--- src/rtl/conv_pool_bin_if.sv ---
// Stream bundle between the conv stage, this pooling/binarize stage and the next layer.
interface conv_pool_bin_if #(
  parameter int DATA_W = 16
);
  logic                     state;
  logic signed [DATA_W-1:0] thresh;
  logic signed [DATA_W-1:0] din;
  logic                     ivalid;
  logic                     idone;
  logic signed [DATA_W-1:0] pout;
  logic                     bout;
  logic                     pvalid;
  logic                     odone;

  modport master (
    output state, thresh, din, ivalid, idone,
    input  pout, bout, pvalid, odone
  );

  modport slave (
    input  state, thresh, din, ivalid, idone,
    output pout, bout, pvalid, odone
  );
endinterface

--- src/rtl/conv_pool_bin.sv ---
// 2x2 stride-2 max pooling over a row-major conv output stream, followed by
// threshold binarization. Even rows fold column pairs into a half-width line
// buffer; odd rows combine with that buffer and emit one pooled pixel per pair.
module conv_pool_bin #(
  parameter int DATA_W = 16,
  parameter int W0     = 26,
  parameter int W1     = 11,
  parameter int BUF_D  = 13
) (
  input  logic           clk,
  input  logic           rstn,
  conv_pool_bin_if.slave bus
);

  localparam int WMAX = (W0 > W1) ? W0 : W1;
  localparam int CW   = $clog2(WMAX + 1);
  localparam logic [CW-1:0] W0_C = CW'(W0);
  localparam logic [CW-1:0] W1_C = CW'(W1);

  typedef enum logic [1:0] {
    IDLE = 2'd0,
    EVEN = 2'd1,
    ODD  = 2'd2
  } fsm_t;

  fsm_t                     st_reg, st_next;
  logic [CW-1:0]            col_reg, col_next;
  logic [CW-1:0]            w_reg;
  logic [CW-1:0]            c, w_cur;
  logic signed [DATA_W-1:0] a_reg;
  logic signed [DATA_W-1:0] lb_rd, pair_max, top_max;
  logic signed [DATA_W-1:0] pout_reg;
  logic                     bout_reg, pvalid_reg, odone_reg;
  logic                     last_col, odd_row, emit;

  // Half-width line buffer: small, so read asynchronously (distributed RAM).
  logic signed [DATA_W-1:0] linebuf [0:BUF_D-1];

  function automatic logic signed [DATA_W-1:0] smax(
    input logic signed [DATA_W-1:0] x,
    input logic signed [DATA_W-1:0] y
  );
    return (x >= y) ? x : y;
  endfunction

  // Current column/width view; in IDLE the arriving sample is even row, col 0.
  always_comb begin
    c        = (st_reg == IDLE) ? '0 : col_reg;
    w_cur    = (st_reg == IDLE) ? (bus.state ? W1_C : W0_C) : w_reg;
    last_col = (c == w_cur - CW'(1));
    odd_row  = (st_reg == ODD);
    lb_rd    = linebuf[c[CW-1:1]];
    pair_max = smax(a_reg, bus.din);
    top_max  = smax(lb_rd, bus.din);
    emit     = bus.ivalid && odd_row && c[0];
  end

  // Next-state and column counter; idone overrides to close the frame.
  always_comb begin
    st_next  = st_reg;
    col_next = col_reg;
    if (bus.ivalid) begin
      col_next = last_col ? '0 : c + CW'(1);
      case (st_reg)
        IDLE:    st_next = last_col ? ODD : EVEN;
        EVEN:    st_next = last_col ? ODD : EVEN;
        ODD:     st_next = last_col ? EVEN : ODD;
        default: st_next = IDLE;
      endcase
    end
    if (bus.idone) begin
      st_next  = IDLE;
      col_next = '0;
    end
  end

  // FSM state and column register.
  always_ff @(posedge clk) begin
    if (!rstn) begin
      st_reg  <= IDLE;
      col_reg <= '0;
    end else begin
      st_reg  <= st_next;
      col_reg <= col_next;
    end
  end

  // Datapath: width latch, pair register and registered pooled/binarized outputs.
  always_ff @(posedge clk) begin
    if (!rstn) begin
      w_reg      <= W0_C;
      a_reg      <= '0;
      pout_reg   <= '0;
      bout_reg   <= 1'b0;
      pvalid_reg <= 1'b0;
      odone_reg  <= 1'b0;
    end else begin
      pvalid_reg <= emit;
      odone_reg  <= bus.idone;
      if (emit) begin
        pout_reg <= pair_max;
        bout_reg <= (pair_max >= bus.thresh);
      end
      if (bus.ivalid) begin
        if (st_reg == IDLE)
          w_reg <= w_cur;
        if (!c[0])
          a_reg <= odd_row ? top_max : bus.din;
      end
    end
  end

  // Even rows store the horizontal max of each column pair.
  always_ff @(posedge clk) begin
    if (bus.ivalid && !odd_row && c[0])
      linebuf[c[CW-1:1]] <= pair_max;
  end

  assign bus.pout   = pout_reg;
  assign bus.bout   = bout_reg;
  assign bus.pvalid = pvalid_reg;
  assign bus.odone  = odone_reg;

endmodule
--- src/flat_wrapper.sv ---
// flat-port wrapper written by rule: the top's interface ports become plain ports
module conv_pool_bin_flat 
#(
  parameter int DATA_W = 16,
  parameter int W0     = 26,
  parameter int W1     = 11,
  parameter int BUF_D  = 13
)
  (clk, rstn, bus_state, bus_thresh, bus_din, bus_ivalid, bus_idone, bus_pout, bus_bout, bus_pvalid, bus_odone);
  conv_pool_bin_if #(.DATA_W(DATA_W)) bus_i ();
  input  logic clk;
  input  logic rstn;
  input wire logic [$bits(bus_i.state)-1:0] bus_state;
  input wire logic [$bits(bus_i.thresh)-1:0] bus_thresh;
  input wire logic [$bits(bus_i.din)-1:0] bus_din;
  input wire logic [$bits(bus_i.ivalid)-1:0] bus_ivalid;
  input wire logic [$bits(bus_i.idone)-1:0] bus_idone;
  output wire logic [$bits(bus_i.pout)-1:0] bus_pout;
  output wire logic [$bits(bus_i.bout)-1:0] bus_bout;
  output wire logic [$bits(bus_i.pvalid)-1:0] bus_pvalid;
  output wire logic [$bits(bus_i.odone)-1:0] bus_odone;
  assign bus_i.state = bus_state;
  assign bus_i.thresh = bus_thresh;
  assign bus_i.din = bus_din;
  assign bus_i.ivalid = bus_ivalid;
  assign bus_i.idone = bus_idone;
  assign bus_pout = bus_i.pout;
  assign bus_bout = bus_i.bout;
  assign bus_pvalid = bus_i.pvalid;
  assign bus_odone = bus_i.odone;
  conv_pool_bin #(.DATA_W(DATA_W), .W0(W0), .W1(W1), .BUF_D(BUF_D)) u_core (.clk(clk), .rstn(rstn), .bus(bus_i));
endmodule
--- config.mk ---
export PLATFORM = sky130hd
export DESIGN_NAME = conv_pool_bin_flat
export DESIGN_NICKNAME = d
export VERILOG_FILES = /design/src/rtl/conv_pool_bin_if.sv /design/src/rtl/conv_pool_bin.sv /design/src/flat_wrapper.sv
export SDC_FILE = /design/constraint.sdc
export NUM_CORES = 1
export LEC_CHECK = 0
export ABC_AREA = 1
export CORE_MARGIN = 5
export CORE_UTILIZATION = 60
export CTS_BUF_LIST = sky130_fd_sc_hd__clkbuf_16
export DETAILED_ROUTE_END_ITERATION = 10
export PLACE_DENSITY = 0.79
export SETUP_SLACK_MARGIN = 0.2
export SKIP_CTS_REPAIR_TIMING = 1
export SYNTH_ARGS = -nofsm -noshare
export SYNTH_HDL_FRONTEND = slang
export SYNTH_SLANG_ARGS = --single-unit
export TNS_END_PERCENT = 50
--- constraint.sdc ---
create_clock -name clk -period 4.2 [get_ports clk]
set_clock_uncertainty 0.1 [all_clocks]
set_input_delay 0.63 -clock clk [delete_from_list [all_inputs] [get_ports clk]]
set_output_delay 0.63 -clock clk [all_outputs]
set_load 0.02 [all_outputs]
# [After elaboration in Yosys (flattened, before gate mapping)]
# Memories as Yosys holds them, arrays and structs flattened.
# Cells that the tools add are included.
# Widths: inputs -> output; s select.
[totals] ram_bits=208 register_bits=47 output_inout_bits=19 word_cells=41 memories=1
[memory_table] memory="u_core.linebuf" words=13 word_bits=16 rd=1 rd_clocked_by_memory_dff=0 write_ports=1 line_no="conv_pool_bin.sv:37" rtl="logic signed [DATA_W-1:0] linebuf [0:BUF_D-1];"
[classes] mux=12 magnitude_cmp=3 n_reduce_logical=10 n_addsub=2 n_bitwise=2 eq_ne=3
[op_table] op="$ge 16x16->1" count=3
[op_table] op="$mux 16" count=3
[op_table] op="$mux 5" count=4
[op_table] op="$add 5x1->5 const B" count=1
[op_table] op="$eq 5x5->1" count=1
[op_table] op="$sub 5x1->5 const B" count=1
[op_table] op="$logic_and 1x1->1" count=4
[op_table] op="$mux 2" count=2
[op_table] op="$pmux 2 s2" count=1
[op_table] op="$reduce_and 2->1" count=2
[op_table] op="$reduce_or 2->1" count=2
[op_table] op="$eq 2x1->1 const B" count=1
[op_table] op="$eq 2x2->1 const B" count=1
[op_table] op="$logic_not 2->1" count=1
[op_table] op="$mux 1" count=2
[op_table] op="$not 1->1" count=2
[op_table] op="$logic_not 1->1" count=1

# [Longest topological paths before layout]
[depth] depth_word=6 mapped_depth=27 mapped_depth_nobuf=26

# [Worst setup path before layout]
# Ideal clock, no wire load.
[synth_path] path_kind="input to register" from="input bus_din[13]" to="register u_core.bout_reg (netlist: u_core.bus.bout)" arrival_ns=3.452 setup_time_ns=0.056 t_required_ns=4.044 path_stages=22 slack_ns=0.592 cell_sequence="inv_1 -> ha_1 -> nand2_1 -> inv_1 -> o21ai_0 -> nand2_1 -> a21oi_1 -> nand2_1 -> nand2_1 -> clkbuf_1 -> nand4_1 -> nand2_1 -> ha_1 -> a21oi_1 -> o21a_1 -> nor2_1 -> o21ai_0 -> nand2_1 -> or2_2 -> nand3_1 -> nand2_1 -> inv_1"
[synth_via] elab_chain_len=3
[synth_lines] item="from (decl)" line_no="flat_wrapper.sv:15" rtl="input wire logic [$bits(bus_i.din)-1:0] bus_din;"
[synth_lines] item="$ge 16x16->1" line_no="conv_pool_bin.sv:43" rtl="return (x >= y) ? x : y;"
[synth_lines] item="$mux 16" line_no="conv_pool_bin.sv:43"
[synth_lines] item="via u_core.pair_max[3]" line_no="conv_pool_bin.sv:31" rtl="logic signed [DATA_W-1:0] lb_rd, pair_max, top_max;"
[synth_lines] item="$ge 16x16->1" line_no="conv_pool_bin.sv:102" rtl="bout_reg <= (pair_max >= bus.thresh);"
[synth_lines] item="to (signal assigned)" line_no="conv_pool_bin.sv:102"
[synth_lines] item="to (decl)" line_no="conv_pool_bin.sv:33" rtl="logic bout_reg, pvalid_reg, odone_reg;"
# The timed path passes the listed nets, and every way through them passes these cells.
# A chain may end at the register's enable or synchronous reset.

# [Worst setup path in the final report]
[layout_path] from="input bus_din[1]" to="register u_core.bout_reg (netlist: u_core.bus.bout)"
[layout_via] elab_chain_len=3
[layout_lines] item="$ge 16x16->1" line_no="conv_pool_bin.sv:43"
[layout_lines] item="$mux 16 (*)" line_no="conv_pool_bin.sv:43"
[layout_lines] item="via u_core.pair_max[1]" line_no="conv_pool_bin.sv:31"
[layout_lines] item="$ge 16x16->1 (*)" line_no="conv_pool_bin.sv:102"
# The timed path passes the listed nets; every way through them passes the cells marked *.

==> qor.txt <==
Max VDD drop: 423 uV
status: finished clean
worst hold-check path type: reg2reg
Die Area: 0.0240 mm^2
drt total wl: 31500 um
largest net degree at the start of global routing: 59
total gr overflow: 0
dpl ws: -0.343 ns
Placeable Area: 0.0208 mm^2
Layout Cells excl Fill: 1831
vias: 10.1k
detailed placer's ending HPWL: 21200 um
first-pass GRT wire length: 50800 um
multiplexer share of the synthesized area: 0
CP startpoint kind: input port
Reg-to-Reg End: u_core.a_reg[15]$_SDFFE_PN0P_
Pins Over Slew Limit: 0
most used cell, CP: nand2_1
I/O pins: 56
Initial Util: 0.605
nets@finish: 1627
Buffers on Ports: 55
pwr/cell area: 379 mW/mm^2
gpl congestion: 0.918
synth unique cells: 32
Post-DRT Antenna Nets: 0
clk sink count: 255
HP Start: u_core.w_reg[3]$_SDFFE_PN1P_
Final Hold Viols: 0
Worst Hold Path Cells: 2
post-synthesis xor/xnor area fraction: 0.00318
vias per inst: 5.51
register area share after synthesis: 0.570
share of post-route cells with drive strength above 1: 0.0803
Final period util: 0.905
# setup viols final: 0
CTS max path bufs: 3
initial antenna violation count: 0
Die Height: 155 um
Crit path required time: 4.58 ns
MaxCap Viol Count: 0
Syn Std Cell Area: 0.0126 mm^2
Compound-Gate Fraction of Synth Area: 0.0310
Synthesized Nets: 1534
Crit Path Category: in2reg
vias in the first global route: 10.0k
post-synthesis adder-cell area fraction: 0.0496
CTS tree: built
FF-to-FF Start: u_core.st_reg[0]$_SDFFE_PP0P_
max FFs per register: 208
largest family of logic cells by synthesized area: simple AND/OR/NAND/NOR gates
clk root buf: clkbuf_16
CTS Buf Count: 26
CP endpoint kind: register
Avg Inst Size Synth: 8.71 um^2
Hold WS: 0.339 ns
RSZ-0062 raised after global routing: yes
final worst slack: 0.401 ns
relative slew slack: 0.504
Worst path slowest cell: clkdlybuf4s50_1
CP cell instances: clkdlybuf4s50_1 > inv_1 > ha_1 > inv_1 > nor2_1 > nor2_1 > o21ai_0 > nand2_1 > nand2_1 > nand2_1 > nand3b_1 > buf_6 > nand4_1 > nand2_1 > ha_1 > a21oi_1 > o21a_1 > nor2_1 > o21ai_2 > nand2_1 > or2_2 > nand3_1 > nand2_1 > inv_1
flops & latches, synth: 255
1st-pass router iterations: 7
Clk pin slew, worst setup/hold paths: 0.06 ns
cell count after synthesis: 1447
final core occ: 0.705
Clock Latency Late Sink: 0.54 ns
Residual DRC: 0
H-tree levels: 1
GRT Total Usage: 0.264
total placed cells including tap cells: 1786
n_diodes: 0
Worst-Margin Slew: 0.743 ns
post-layout min period: 3.80 ns
FMAX: 263 MHz
Max stage delay on crit path: 0.51 ns
row count: 53
hold path endpoint: u_core.w_reg[3]$_SDFFE_PN1P_
CP arrival: 4.18 ns
Pleak: 0.00674 uW
crit-path max FO: 16
simple logic cell fraction of the synthesized area: 0.271
WL/cell: 17.2 um
initial drt markers: 866
R2R depth: 24
area delta synth->final: 16.5%
yosys warns: 0
reg-to-reg setup timing slack: 0.43 ns
die extent in x: 155 um
[cells by family (layout without fill, tap and decap cells)]
family | after synthesis | after routing
adder cells (fa/ha/maj) | 50 | 50
AND/OR/NAND/NOR | 823 | 824
flip-flops | 255 | 255
buffers and inverters | 241 | 349
AO/OA/AOI/OAI | 75 | 75
XOR/XNOR | 3 | 3
[how the worst max path moves through the flow]
stage	start	to	slack [ns]	depth (start not counted)
after floorplan	bus_din[13]	u_core.bus.bout$_SDFFE_PN0P_	0.59	22
after global placement	bus_din[1]	u_core.bus.bout$_SDFFE_PN0P_	-0.31	25
after detailed placement	bus_din[1]	u_core.bus.bout$_SDFFE_PN0P_	-0.34	25
after CTS	bus_din[1]	u_core.bus.bout$_SDFFE_PN0P_	0.21	25
after global routing	u_core.st_reg[0]$_SDFFE_PP0P_	u_core.a_reg[15]$_SDFFE_PN0P_	0.19	25
final	bus_din[1]	u_core.bus.bout$_SDFFE_PN0P_	0.40	24
[critical path, delay by kind of cell]
kind                     cells  cell delay, ns
AO/OA/AOI/OAI                4            0.69
AND/OR/NAND/NOR             13            1.38
adder cells (fa/ha/maj)      2            0.54
buffers and inverters        5            0.92
[cells in the mapped netlist, drive strengths merged]
library cell	n	area (um^2)
a21oi	54	270
buf	35	175
clkbuf	16	60.1
clkinv	1	3.75
dfxtp	47	941
edfxtp	208	6250
ha	50	626
inv	189	709
nand2	535	2020
nand3	92	470
nand3b	18	135
nand4	28	175
nor2	141	564
nor3	7	40.0
o211ai	1	7.51
o21a	1	7.51
o21ai	17	88.8
o221ai	1	8.76
o31ai	1	7.51
or2	2	12.5
xnor3	1	22.5
xor2	2	17.5
[power breakdown]
part | internal (uW) | switching [uW]
combinational | 148 | 279
clock | 1400 | 936
sequential | 2800 | 11.1
total | 4340 | 1230
[layer usage]
layer | share of wire | GRT usage
met1 | 0.41 | 0.350
met2 | 0.49 | 0.461
met3 | 0.074 | 0.0353
met4 | 0.024 | 0.0698
met5 | 0 | 0
[final cells by class]
type | count | area [um^2]
clock buffers | 27 | 676
clock inverters | 17 | 178
fillers | 1557 | 6140
inverters | 190 | 713
multi-input cells | 952 | 4530
flip-flops and latches | 255 | 7190
well taps | 275 | 344
repair buffers | 115 | 1060
[cells in the final DEF, fill, tap and decap left out]
cell type	netlist	final
o31ai_1	1	1
clkbuf_16	0	27
clkdlybuf4s50_1	0	55
nand3_2	2	2
nand2_2	4	3
nand2_1	531	531
nand3b_1	18	18
o211ai_1	1	1
o21a_1	1	1
clkinv_1	1	4
nor3_2	1	2
inv_1	184	189
buf_6	0	2
or2_2	2	2
clkinvlp_4	0	1
bufinv_16	0	4
dfxtp_1	47	47
nor3_4	0	1
inv_2	5	5
buf_4	3	54
o21ai_0	13	12
buf_12	0	4
xnor3_1	1	1
nor2_4	3	5
nand4_1	28	28
nand3_1	90	90
nand2_4	0	1
nor3_1	6	4
xor2_1	2	2
o21ai_2	1	2
o221ai_1	1	1
nand3_4	0	1
nor2_1	133	131
ha_1	50	50
clkinv_2	0	4
a21oi_1	54	54
edfxtp_1	208	208
nor2_2	5	5
o21ai_1	3	3
[per-stage QoR]
stage / TNS [ns] / instance area (um^2) / total power (uW)
2_1_floorplan: 0 / 12600 / 3090
3_3_place_gp: -0.314 / 13800 / 3260
3_5_place_dp: -0.343 / 13800 / 3270
4_1_cts: 0 / 14600 / 5570
5_1_grt: 0 / 14700 / 5740
6_report: 0 / 14700 / 5570
Note: power is estimated with default switching activity, not from simulation.
==> patch: new RTL, same settings <==
`W1` is set to 11 in 2 places; all go to 12.
--- a/src/rtl/conv_pool_bin.sv
+++ b/src/rtl/conv_pool_bin.sv
@@ -4,7 +4,7 @@
 module conv_pool_bin #(
   parameter int DATA_W = 16,
   parameter int W0     = 26,
-  parameter int W1     = 11,
+  parameter int W1     = 12,
   parameter int BUF_D  = 13
 ) (
   input  logic           clk,
--- a/src/flat_wrapper.sv
+++ b/src/flat_wrapper.sv
@@ -3,7 +3,7 @@
 #(
   parameter int DATA_W = 16,
   parameter int W0     = 26,
-  parameter int W1     = 11,
+  parameter int W1     = 12,
   parameter int BUF_D  = 13
 )
   (clk, rstn, bus_state, bus_thresh, bus_din, bus_ivalid, bus_idone, bus_pout, bus_bout, bus_pvalid, bus_odone);
Formal check against the unedited RTL: same outputs for any inputs over 4 cycles, from zero or initial values and one cycle with rstn low; that may be too few to reach the edited logic, so the function may still have changed.
==> patch against the unedited design <==
Utilization up 0.29 points; total power decreased by 3.8%; synthesized area down 3.5%; worst setup slack better by 0.071 ns; design area decreased by 3.0%; sequential power about the same; sequential cell count is the same; routed wire length rose by 0.68%; combinational power grew 3%; critical path type is now flip-flop to flip-flop.
==> patch: results (changes against the unedited design) <==
- Total via count after detailed routing: 9,682 (-4.1%)
- Global-route wire length before repair: 49,300 um (-2.9%)
- Number of nets in the layout: 1,529 (-6.0%)
- Iteration-0 DRC Markers: 1,051 (+21%)
- Static Leakage: 0.006234 uW (-7.5%)
- Worst Max-Slew Pin Slew: 0.8290 ns (+0.08566 ns)
- Number of H-tree branching levels: 1 (unchanged)
- CTS buffer count: 26 (unchanged)
- Highest cell delay on the worst timing path: 0.57 ns (+0.06 ns)
- Portion of the post-synthesis area used by sequential elements: 59.09% (+2.1 points)
- Port Buf Inserts: 55 (unchanged)
- Pin count of the biggest net entering global routing: 37 (-37%)
- Arrival time of data at the critical path endpoint: 4.03 ns (-0.15 ns)
- Filler cell count in the final layout: 1,398 (-10%)
- Worst hold path type: flip-flop to flip-flop
- Share of final-layout standard cells stronger than drive strength 1: 10.05% (+2.0 points)
- Number of search-and-repair iterations in the first detailed-routing pass: 6 (-1)
- Via count of the first global-routing pass: 9,414 (-6.2%)
- Cell types with the highest counts after synthesis: sky130_fd_sc_hd__nand2_1 (416), sky130_fd_sc_hd__edfxtp_1 (208), sky130_fd_sc_hd__nor2_1 (161)
- Total routed wirelength: 31,760 um (+0.68%)
- Placement Setup Slack: 0.06955 ns (+0.4121 ns)
- Final Wtd Congestion: 0.9333 (+1.7%)
- Net count after synthesis: 1,414 (-7.8%)
- Biggest area contributors in the synthesized netlist: sky130_fd_sc_hd__edfxtp_1 (51%), sky130_fd_sc_hd__nand2_1 (13%), sky130_fd_sc_hd__dfxtp_1 (7.7%), sky130_fd_sc_hd__ha_1 (5.1%), sky130_fd_sc_hd__nor2_1 (5.0%)
- Final HPWL from detailed placement: 22,100 um (+4.5%)
- Total routing usage reported by global routing: 26.52% (+0.11 points)
- Peak supply drop: 0.5159 mV (+22%)
- Slowest CP cell: sky130_fd_sc_hd__nor2_2
- Unique cell type count in the Yosys netlist: 35 (+9.4%)
- Peak fanout along the critical path: 14 (-2)
- Result of the run: completed
[patch: changes by cell type in the layout (fill, tap and decap cells not counted), sizes merged, moves of 5 or more]
cell    delta
o21ai      +5
inv       -39
clkinv     +5
nand2    -115
nor2      +31
buf       +12
nand3     +14
[patch: through the flow]
stage / area [um^2] / instances / total power (uW)
6_report: 14240 / 1732 / 5356
3_5_place_dp: 13400 / 1683 / 3293
2_1_floorplan: 12160 / 1327 / 3097
3_3_place_gp: 13400 / 1683 / 3277
5_1_grt: 14240 / 1732 / 5525
4_1_cts: 14180 / 1731 / 5361
[patch: cell type report]
class,instances,share of cell area [%]
clock buffers,27,4.746
clock inverters,21,0.7206
inverters,147,3.876
multi-input cells,885,30.03
flip-flops and latches,255,50.51
well taps,270,2.373
repair buffers,127,7.751
[patch: power by group]
part | switching [uW] | internal (uW)
logic | 285 | 153
registers | 12.1 | 2800
clock network | 944 | 1160
[patch: layer usage]
layer	part of all wire (%)	vias to the layer above	global-route usage (%)	wire, um
met5	0	-	0	0
met4	3.7	0	9.375	1173
met3	9.2	82	3.380	2911
met2	47	481	43.10	14940
met1	40	4522	37.18	12730
li1	-	4597	-	-
[patch: worst paths after layout]
path | slack (ns) | start | end | cells past startpoint
hold / removal | 0.37 | u_core.w_reg[3]$_SDFFE_PN1P_ | u_core.w_reg[3]$_SDFFE_PN1P_ | 2
setup / recovery | 0.47 | u_core.st_reg[0]$_SDFFE_PP0P_ | u_core.a_reg[12]$_SDFFE_PN0P_ | 20
hold reg to reg | 0.37 | u_core.w_reg[3]$_SDFFE_PN1P_ | u_core.w_reg[3]$_SDFFE_PN1P_ | 2
setup reg to reg | 0.47 | u_core.st_reg[0]$_SDFFE_PP0P_ | u_core.a_reg[12]$_SDFFE_PN0P_ | 20
[patch: logic make-up (layout without fill, tap and decap cells)]
group | after synthesis | after routing | synth area share [%]
simple gates | 748 | 749 | 25.86
flops | 255 | 255 | 59.09
buf+inv | 188 | 322 | 6.152
compound gates | 83 | 83 | 3.539
fa+ha+maj | 50 | 50 | 5.144
xor+xnor | 3 | 3 | 0.2161
[patch: critical path: cells and delay by family (launching register included)]
family                   cells  cell delay [ns]
flip-flops                   1             0.40
buffers and inverters        4             0.61
AND/OR/NAND/NOR             14             2.13
adder cells (fa/ha/maj)      1             0.26
AO/OA/AOI/OAI                1             0.07
